===== config.mk =====
export PLATFORM = sky130hd
export DESIGN_NAME = serial_addsub
export DESIGN_NICKNAME = d
export VERILOG_FILES = /design/src/rtl/serial_addsub_pkg.sv /design/src/rtl/serial_addsub_fulladder.sv /design/src/rtl/serial_addsub.sv
export SDC_FILE = /design/constraint.sdc
export NUM_CORES = 1
export LEC_CHECK = 0
export CORE_UTILIZATION = 45
export CTS_BUF_LIST = sky130_fd_sc_hd__clkbuf_4
export DETAILED_ROUTE_END_ITERATION = 12
export GPL_TIMING_DRIVEN = 0
export PLACE_DENSITY_LB_ADDON = 0.12
export SLEW_MARGIN = 20
export SYNTH_ARGS = -nofsm -noshare
export SYNTH_HDL_FRONTEND = slang
export SYNTH_HIERARCHICAL = 1
export SYNTH_SLANG_ARGS = --single-unit

===== constraint.sdc =====
create_clock -name clk -period 2.8 [get_ports clk]
set_input_delay 0.7 -clock clk [delete_from_list [all_inputs] [get_ports clk]]
set_output_delay 0.7 -clock clk [all_outputs]
set_load 0.01 [all_outputs]

===== src/rtl/serial_addsub_pkg.sv =====
// Shared definitions for the bit-serial adder/subtractor: FSM state
// encoding and the bit-counter width helper.
package serial_addsub_pkg;

  typedef enum logic [1:0] {
    ST_IDLE = 2'd0,
    ST_RUN  = 2'd1,
    ST_DONE = 2'd2
  } state_t;

  // Smallest number of bits able to index 'value' distinct states.
  function automatic int clog2(input int value);
    int r;
    r = 0;
    for (int i = 0; i < 32; i++) begin
      if ((1 << r) < value) r = r + 1;
    end
    return r;
  endfunction

endpackage


===== src/rtl/serial_addsub_fulladder.sv =====
// Single-bit full adder cell used as the serial arithmetic slice.
module fulladder (
  input  logic i_a,
  input  logic i_b,
  input  logic i_c,
  output logic o_s,
  output logic o_c
);

  logic w_p;

  assign w_p = i_a ^ i_b;
  assign o_s = w_p ^ i_c;
  assign o_c = (i_a & i_b) | (i_c & w_p);

endmodule


===== src/rtl/serial_addsub.sv =====
// Bit-serial adder/subtractor: one full-adder slice, LSB first, WIDTH cycles
// per operation, with carry-out, signed overflow and a one-cycle done pulse.
module serial_addsub
  import serial_addsub_pkg::*;
#(
  parameter int WIDTH = 8
) (
  input  logic             clk,
  input  logic             rst_n,
  input  logic             i_start,
  input  logic             i_sub,
  input  logic [WIDTH-1:0] i_a,
  input  logic [WIDTH-1:0] i_b,
  input  logic             i_cin,
  output logic             o_busy,
  output logic             o_done,
  output logic [WIDTH-1:0] o_sum,
  output logic             o_cout,
  output logic             o_ovf
);

  localparam int CNT_W = clog2(WIDTH + 1);

  state_t           r_state;
  state_t           w_state_next;
  logic [WIDTH-1:0] r_a;
  logic [WIDTH-1:0] r_b;
  logic [WIDTH-1:0] r_res;
  logic [WIDTH-1:0] w_res_next;
  logic             r_carry;
  logic [CNT_W-1:0] r_cnt;
  logic             w_s;
  logic             w_co;
  logic             w_last;
  logic             w_load;

  fulladder u_fa (
    .i_a (r_a[0]),
    .i_b (r_b[0]),
    .i_c (r_carry),
    .o_s (w_s),
    .o_c (w_co)
  );

  assign w_last = (r_cnt == CNT_W'(WIDTH - 1));
  assign w_load = i_start && (r_state != ST_RUN);
  assign o_busy = (r_state == ST_RUN);
  assign o_done = (r_state == ST_DONE);

  generate
    if (WIDTH == 1) begin : g_res_w1
      assign w_res_next = w_s;
    end else begin : g_res_wn
      assign w_res_next = {w_s, r_res[WIDTH-1:1]};
    end
  endgenerate

  always_ff @(posedge clk or negedge rst_n) begin
    if (!rst_n) r_state <= ST_IDLE;
    else        r_state <= w_state_next;
  end

  always_comb begin
    w_state_next = r_state;
    case (r_state)
      ST_IDLE: if (i_start) w_state_next = ST_RUN;
      ST_RUN:  if (w_last)  w_state_next = ST_DONE;
      ST_DONE: w_state_next = i_start ? ST_RUN : ST_IDLE;
      default: w_state_next = ST_IDLE;
    endcase
  end

  // On the last slice r_carry is the carry into the MSB, so overflow is
  // available without a separate capture register (also covers WIDTH=1).
  always_ff @(posedge clk or negedge rst_n) begin
    if (!rst_n) begin
      r_a     <= '0;
      r_b     <= '0;
      r_res   <= '0;
      r_carry <= 1'b0;
      r_cnt   <= '0;
      o_sum   <= '0;
      o_cout  <= 1'b0;
      o_ovf   <= 1'b0;
    end else if (w_load) begin
      r_a     <= i_a;
      r_b     <= i_sub ? ~i_b : i_b;
      r_carry <= i_sub ? 1'b1 : i_cin;
      r_cnt   <= '0;
    end else if (r_state == ST_RUN) begin
      r_a     <= r_a >> 1;
      r_b     <= r_b >> 1;
      r_res   <= w_res_next;
      r_carry <= w_co;
      r_cnt   <= r_cnt + 1'b1;
      if (w_last) begin
        o_sum  <= w_res_next;
        o_cout <= w_co;
        o_ovf  <= r_carry ^ w_co;
      end
    end
  end

endmodule


==> flow_summary.yaml, run 1 <==
synthesis:
  postSynth.asyncResetShare: 1.00
  yosysWarnings: 6
  yosys.area.top_type: "dfrtp_1"
  synth-edff-count: 0
  synth_nets: 184
  syn_area_mm2: 0.00179
  synth_flop_cell: "dfrtp_1"
  synthCells: 161
  synth_common_cells: "40 x dfrtp_1, 40 x nand2_1, 20 x o21ai_0"
  ys_types: 22
  synth_seq_cells: 40
  syn_area_per_cell_um2: 11.1
  synthTopCellsByArea: "dfrtp_1 56%, mux2i_1 8.9%, nand2_1 8.4%, mux2_2 6.9%, o21ai_0 5.6%"
  synth_top_area_frac: 0.559
  synth.yosys.seq_area_share: 0.559
clocking:
  insertion_delay_ps: 340
  post_cts_buffers: 0
  clkTransAtPathRegs_ps: 120
  clock_tree.buffer_depth: 2
  cts.sinks: 40
  htree_num_levels: 2
  cts_inserted_buffers: 5
  clockRootBuffer: "clkbuf_4"
  cts_tree: "done"
  hold_buffers: 0
  cts_resized: 0
detailed_routing:
  drc: 0
  vias: 1274
  drt_iter0_markers: 68
  dr.pass1.iters: 4
  via_per_inst: 5.14
  final_antenna_net_count: 0
  wl_um: 3160
  detail_route.wl_per_cell_um: 12.7
place:
  dp.cells: 240
  io_buffers: 30
  pre_cts_slack_ps: 628
  gp_congestion: 0.705
  hpwl_um: 2390
sta:
  setup_viol: 0
  fin_ws_ps: 259
  fin_crit_ps: 2540
  timing.final.crit_share: 0.907
  maxClockFrequency_mhz: 394
  max-slew-margin-rel: 0.729
  worst_slew_pin_slew_ps: 406
  rsz0062_at_grt: "no"
  maxSlewViolCount: 0
  final.setup.tns_ps: 0
  fin_skew_ps: 6.57
  hold_violations: 0
  timing.hold.ws_ps: 189
power:
  switching_share: 0.360
  ir_drop_v: 0.000367
  p_per_area_mw_per_mm2: 948
  p_int_mw: 1.35
  pwr-share-seq: 0.470
  leakage_nw: 1.03
  power_frac_clock: 0.134
  pwr-share-comb: 0.395
  power_switching_mw: 0.759
floorplan:
  fp.dieArea_mm2: 0.00424
  coreArea_mm2: 0.00374
  rows: 22
  initial_utilization: 0.479
  dieWidth_um: 65.1
  ios: 33
  die-height_um: 65.1
global_route:
  grt_pass1_vias: 1223
  antenna_found_initial: 0
  grt-ovfl-total: 0
  grt_pass1_wl_um: 5660
  grt_max_degree: 34
  grt_usage: 0.179
run_status:
  status: "completed"
setup_path:
  path_cells: "nand2b_4 > inv_2 > buf_2 > clkdlybuf4s50_1"
  cp-start-kind: "flip-flop"
  path_max_fanout: 10
  end_kind: "primary output"
  cp_data_required_time_ps: 2100
  slowest_delay_ps: 570
  critPathKind: "flip-flop to primary output"
  cp.arrival_ps: 1840
  slowest_stage: "clkdlybuf4s50_1"
cells_and_area:
  final_layout_size_suffix_gt1_frac: 0.155
  area_growth_pct: 24.1
  fin_nets: 222
  n_antenna_cell: 0
  final_core_utilization: 0.594
  instances_no_fill: 248
worst_hold_path:
  min_path_type: "input pin to async pin"
flow_run:
  maxCapViolCount: 0
## placed cells by master (no fill, tap or decap), types with 3 or more instances in the layout
cell             netlist  final
nand3_1                3      3
dfrtp_1               40     40
mux2i_1               16     16
clkbuf_4               0      5
nand2_1               40     40
clkdlybuf4s50_1        0     29
xor2_1                 9      9
buf_2                  6      7
o21ai_0               20     20
mux2_2                11     11
## power groups by stage
stage	clock (mW)	combinational, mW	sequential (mW)
finish	0.283	0.833	0.991
global route	0.318	0.940	1.03
CTS	0.297	0.845	0.993
detailed placement	0	0.843	1.01
global placement	0	0.813	0.990
floorplan	0	0.488	1.00
## sequential cells by signal, indices dropped and copies added (netlist names)
register	cells
r_a	8
o_sum	8
r_cnt	4
o_ovf	1
r_res	7
r_b	8
o_cout	1
r_state	2
r_carry	1
## critical path: cells and delay by family (launching register included)
family                 cells  cell delay, ps
DFF                        1             390
and+or+nand+nor            1             170
buffers and inverters      3             930
## cell families after synthesis
family | count (synthesis) | share of synthesized area
AOI/OAI and AO/OA | 23 | 0.0670
xor gates and xnor gates | 10 | 0.0489
adders and majority gates | 2 | 0.0182
buffers and inverters | 11 | 0.0314
DFF | 40 | 0.559
muxes | 27 | 0.159
and+or+nand+nor | 48 | 0.117
## metrics by stage
stage          cell area (um^2)  power (mW)
6_report                   2220        2.11
5_1_grt                    2220        2.29
4_1_cts                    2220        2.14
3_5_place_dp               2170        1.85
3_3_place_gp               2150        1.80
2_1_floorplan              1790        1.49
## layer usage
| metal | vias up | GRT usage | part of all wire |
|---|---|---|---|
| li1 | 611 | - | - |
| met1 | 627 | 0.230 | 0.47 |
| met2 | 30 | 0.286 | 0.47 |
| met3 | 6 | 0.0538 | 0.045 |
| met4 | 0 | 0.0652 | 0.015 |
| met5 | - | 0 | 0 |
## final cells by class
type                            instances  area (um^2)
Fill cell                             326         1520
Sequential cell                        40         1000
Multi-Input combinational cell        110          734
Timing Repair Buffer                   31          315
Tap cell                               48         60.1
Buffer                                  9         48.8
Clock buffer                            5         37.5
Clock inverter                          3         18.8
Inverter                                2         7.51
## path summary, 6_finish.rpt
kind                       slack (ps)       start  cells after the start        to
setup / recovery                  260  r_state[1]                      4    o_busy
min in group clk                  500    r_res[1]                      2  r_res[1]
hold reg to reg                   500    r_res[1]                      2  r_res[1]
max in group asynchronous        2180       rst_n                      2    r_a[4]
setup reg to reg                 1310    r_cnt[0]                      5    o_cout
hold / removal                    190       rst_n                      1  r_cnt[2]
Power figures use the tool's default switching activity.
==> run 2: changes to the inputs <==
CORE_MARGIN = 3   (was default)
SYNTH_HIERARCHICAL = default   (was 1)
==> flow_summary.yaml, run 2 <==
synthesis:
  yosysWarnings: 0
  yosys.area.top_type: "dfrtp_1"
  synth_nets: 184
  ys_types: 22
  synth_seq_cells: 40
  synth_top_family_by_area: "multiplexers"
  synth_compound_area_frac: 0.0670
  syn_area_mm2: 0.00179
  muxShareOfSynthArea: 0.159
  synth-xor-area-share: 0.0489
  syn_area_per_cell_um2: 11.1
  postSynth.asyncResetShare: 1.00
  synth-edff-count: 0
  synth_common_cells: "40 x dfrtp_1, 40 x nand2_1, 20 x o21ai_0"
  synth_flop_cell: "dfrtp_1"
  synth-simple-area-share: 0.117
  synthAdderAreaFrac: 0.0182
  synthCells: 161
  synthTopCellsByArea: "dfrtp_1 56%, mux2i_1 8.9%, nand2_1 8.4%, mux2_2 6.9%, o21ai_0 5.6%"
  synth.yosys.seq_area_share: 0.559
  synth_top_area_frac: 0.559
setup_path:
  r2r_cells: 5
  startpoint: "r_state[1]"
  r2r-end: "o_sum[2]"
  path_max_fanout: 10
  rrSetupSlack_ps: 1300
  rr_startpoint: "r_cnt[0]"
  cp_data_required_time_ps: 2100
  critPathKind: "flip-flop to primary output"
  cp-start-kind: "flip-flop"
  crit_end: "o_busy"
  end_kind: "primary output"
  cp.arrival_ps: 1840
floorplan:
  coreArea_mm2: 0.00374
  fp.dieArea_mm2: 0.00477
  initial_utilization: 0.479
  ios: 33
  die-height_um: 69.1
  rows: 22
  dieWidth_um: 69.1
cells_and_area:
  biggestRegsByFlops: "o_sum x8, r_a x8, r_b x8"
  final_core_utilization: 0.596
  n_antenna_cell: 0
  final_layout_size_suffix_gt1_frac: 0.150
  fin_nets: 222
  most-common-layout-cells: "40 x nand2_1, 40 x dfrtp_1, 29 x clkdlybuf4s50_1"
  final_area_mm2: 0.00223
  instances_no_fill: 248
  area_growth_pct: 24.5
global_route:
  grt_max_degree: 25
  antenna_found_initial: 0
  grt_usage: 0.154
  grt_pass1_wl_um: 5820
  grt_pass1_vias: 1252
  grt-ovfl-total: 0
place:
  gp_congestion: 0.712
  dpl_cell_area_mm2: 0.00217
  dp.cells: 240
  io_buffers: 30
  hpwl_um: 2520
power:
  ir_drop_v: 0.000310
  p_per_area_mw_per_mm2: 943
  leakage_nw: 1.03
  power_mw: 2.10
sta:
  timing.final.crit_share: 0.907
  rsz0062_at_grt: "no"
  setup_viol: 0
  fin_crit_ps: 2540
  max-slew-margin-rel: 0.727
  maxClockFrequency_mhz: 394
  worst_slew_pin_slew_ps: 409
  fin_skew_ps: 7.07
  final.setup.tns_ps: 0
  maxSlewViolCount: 0
  hold_violations: 0
clocking:
  insertion_delay_ps: 350
  clock_tree.buffer_depth: 2
  cts_resized: 0
  cts.sinks: 40
  cts_tree: "done"
  cts_inserted_buffers: 5
  clkTransAtPathRegs_ps: 120
  htree_num_levels: 2
  hold_buffers: 0
  clockRootBuffer: "clkbuf_4"
  post_cts_buffers: 0
worst_hold_path:
  min_path_type: "input pin to async pin"
detailed_routing:
  drt_iter0_markers: 39
  drc: 0
  via_per_inst: 5.03
  final_antenna_net_count: 0
  vias: 1248
  wl_um: 3310
  detail_route.wl_per_cell_um: 13.4
  dr.pass1.iters: 5
flow_run:
  maxCapViolCount: 0
run_status:
  status: "completed"
run 2: cell types whose count changed in the layout (fill, tap and decap cells not counted):
cell,change
clkinv_1,+1
clkinv_2,-2
buf_12,-1
clkinv_4,-1
clkinvlp_4,+2
buf_16,+1
run 2: area by class of cell:
cell class | instances | area (um^2)
multi-input cells | 110 | 734
flip-flops and latches | 40 | 1000
plain buffers | 9 | 48.8
repair buffers | 31 | 323
clock inverters | 3 | 18.8
inverters | 2 | 7.51
clock buffers | 5 | 37.5
fillers | 333 | 1510
well taps | 48 | 60.1
run 2: metrics by stage:
stage               hold slack, ps  setup slack, ps
detailed placement             470              630
global route                   271              150
global placement               461             95.9
finish                         263              260
floorplan                      404             1300
CTS                            265              231
run 2: worst min-delay path by stage:
stage	from	endpoint	cells after the start
floorplan	rst_n	o_cout	0
global route	rst_n	o_sum[1]	1
global placement	r_res[1]	r_res[1]	2
finish	rst_n	o_sum[6]	1
CTS	rst_n	o_sum[6]	1
detailed placement	r_b[2]	r_b[1]	2
run 2: kinds of logic after synthesis:
family / Yosys count
and+or+nand+nor: 48
adders and majority gates: 2
buffers and inverters: 11
AOI/OAI and AO/OA: 23
xor gates and xnor gates: 10
DFF: 40
muxes: 27
run 2: worst max-delay path, cell delays in order (launching register included):
cell             delay [ps]
dfrtp_1                 400
nand2b_4                170
inv_2                   120
buf_2                   240
clkdlybuf4s50_1         570
run 2: where the power goes:
group	internal (mW)	switching (mW)
Clock	0.0946	0.190
Combinational	0.421	0.412
Sequential	0.830	0.157
run 2: metal layers:
metal  track usage  up-vias  wire [um]
met5             0        -          0
met4        0.0586        0         61
met3        0.0510        6        164
met2         0.262       26       1670
met1         0.178      604       1410
li1              -      612          -
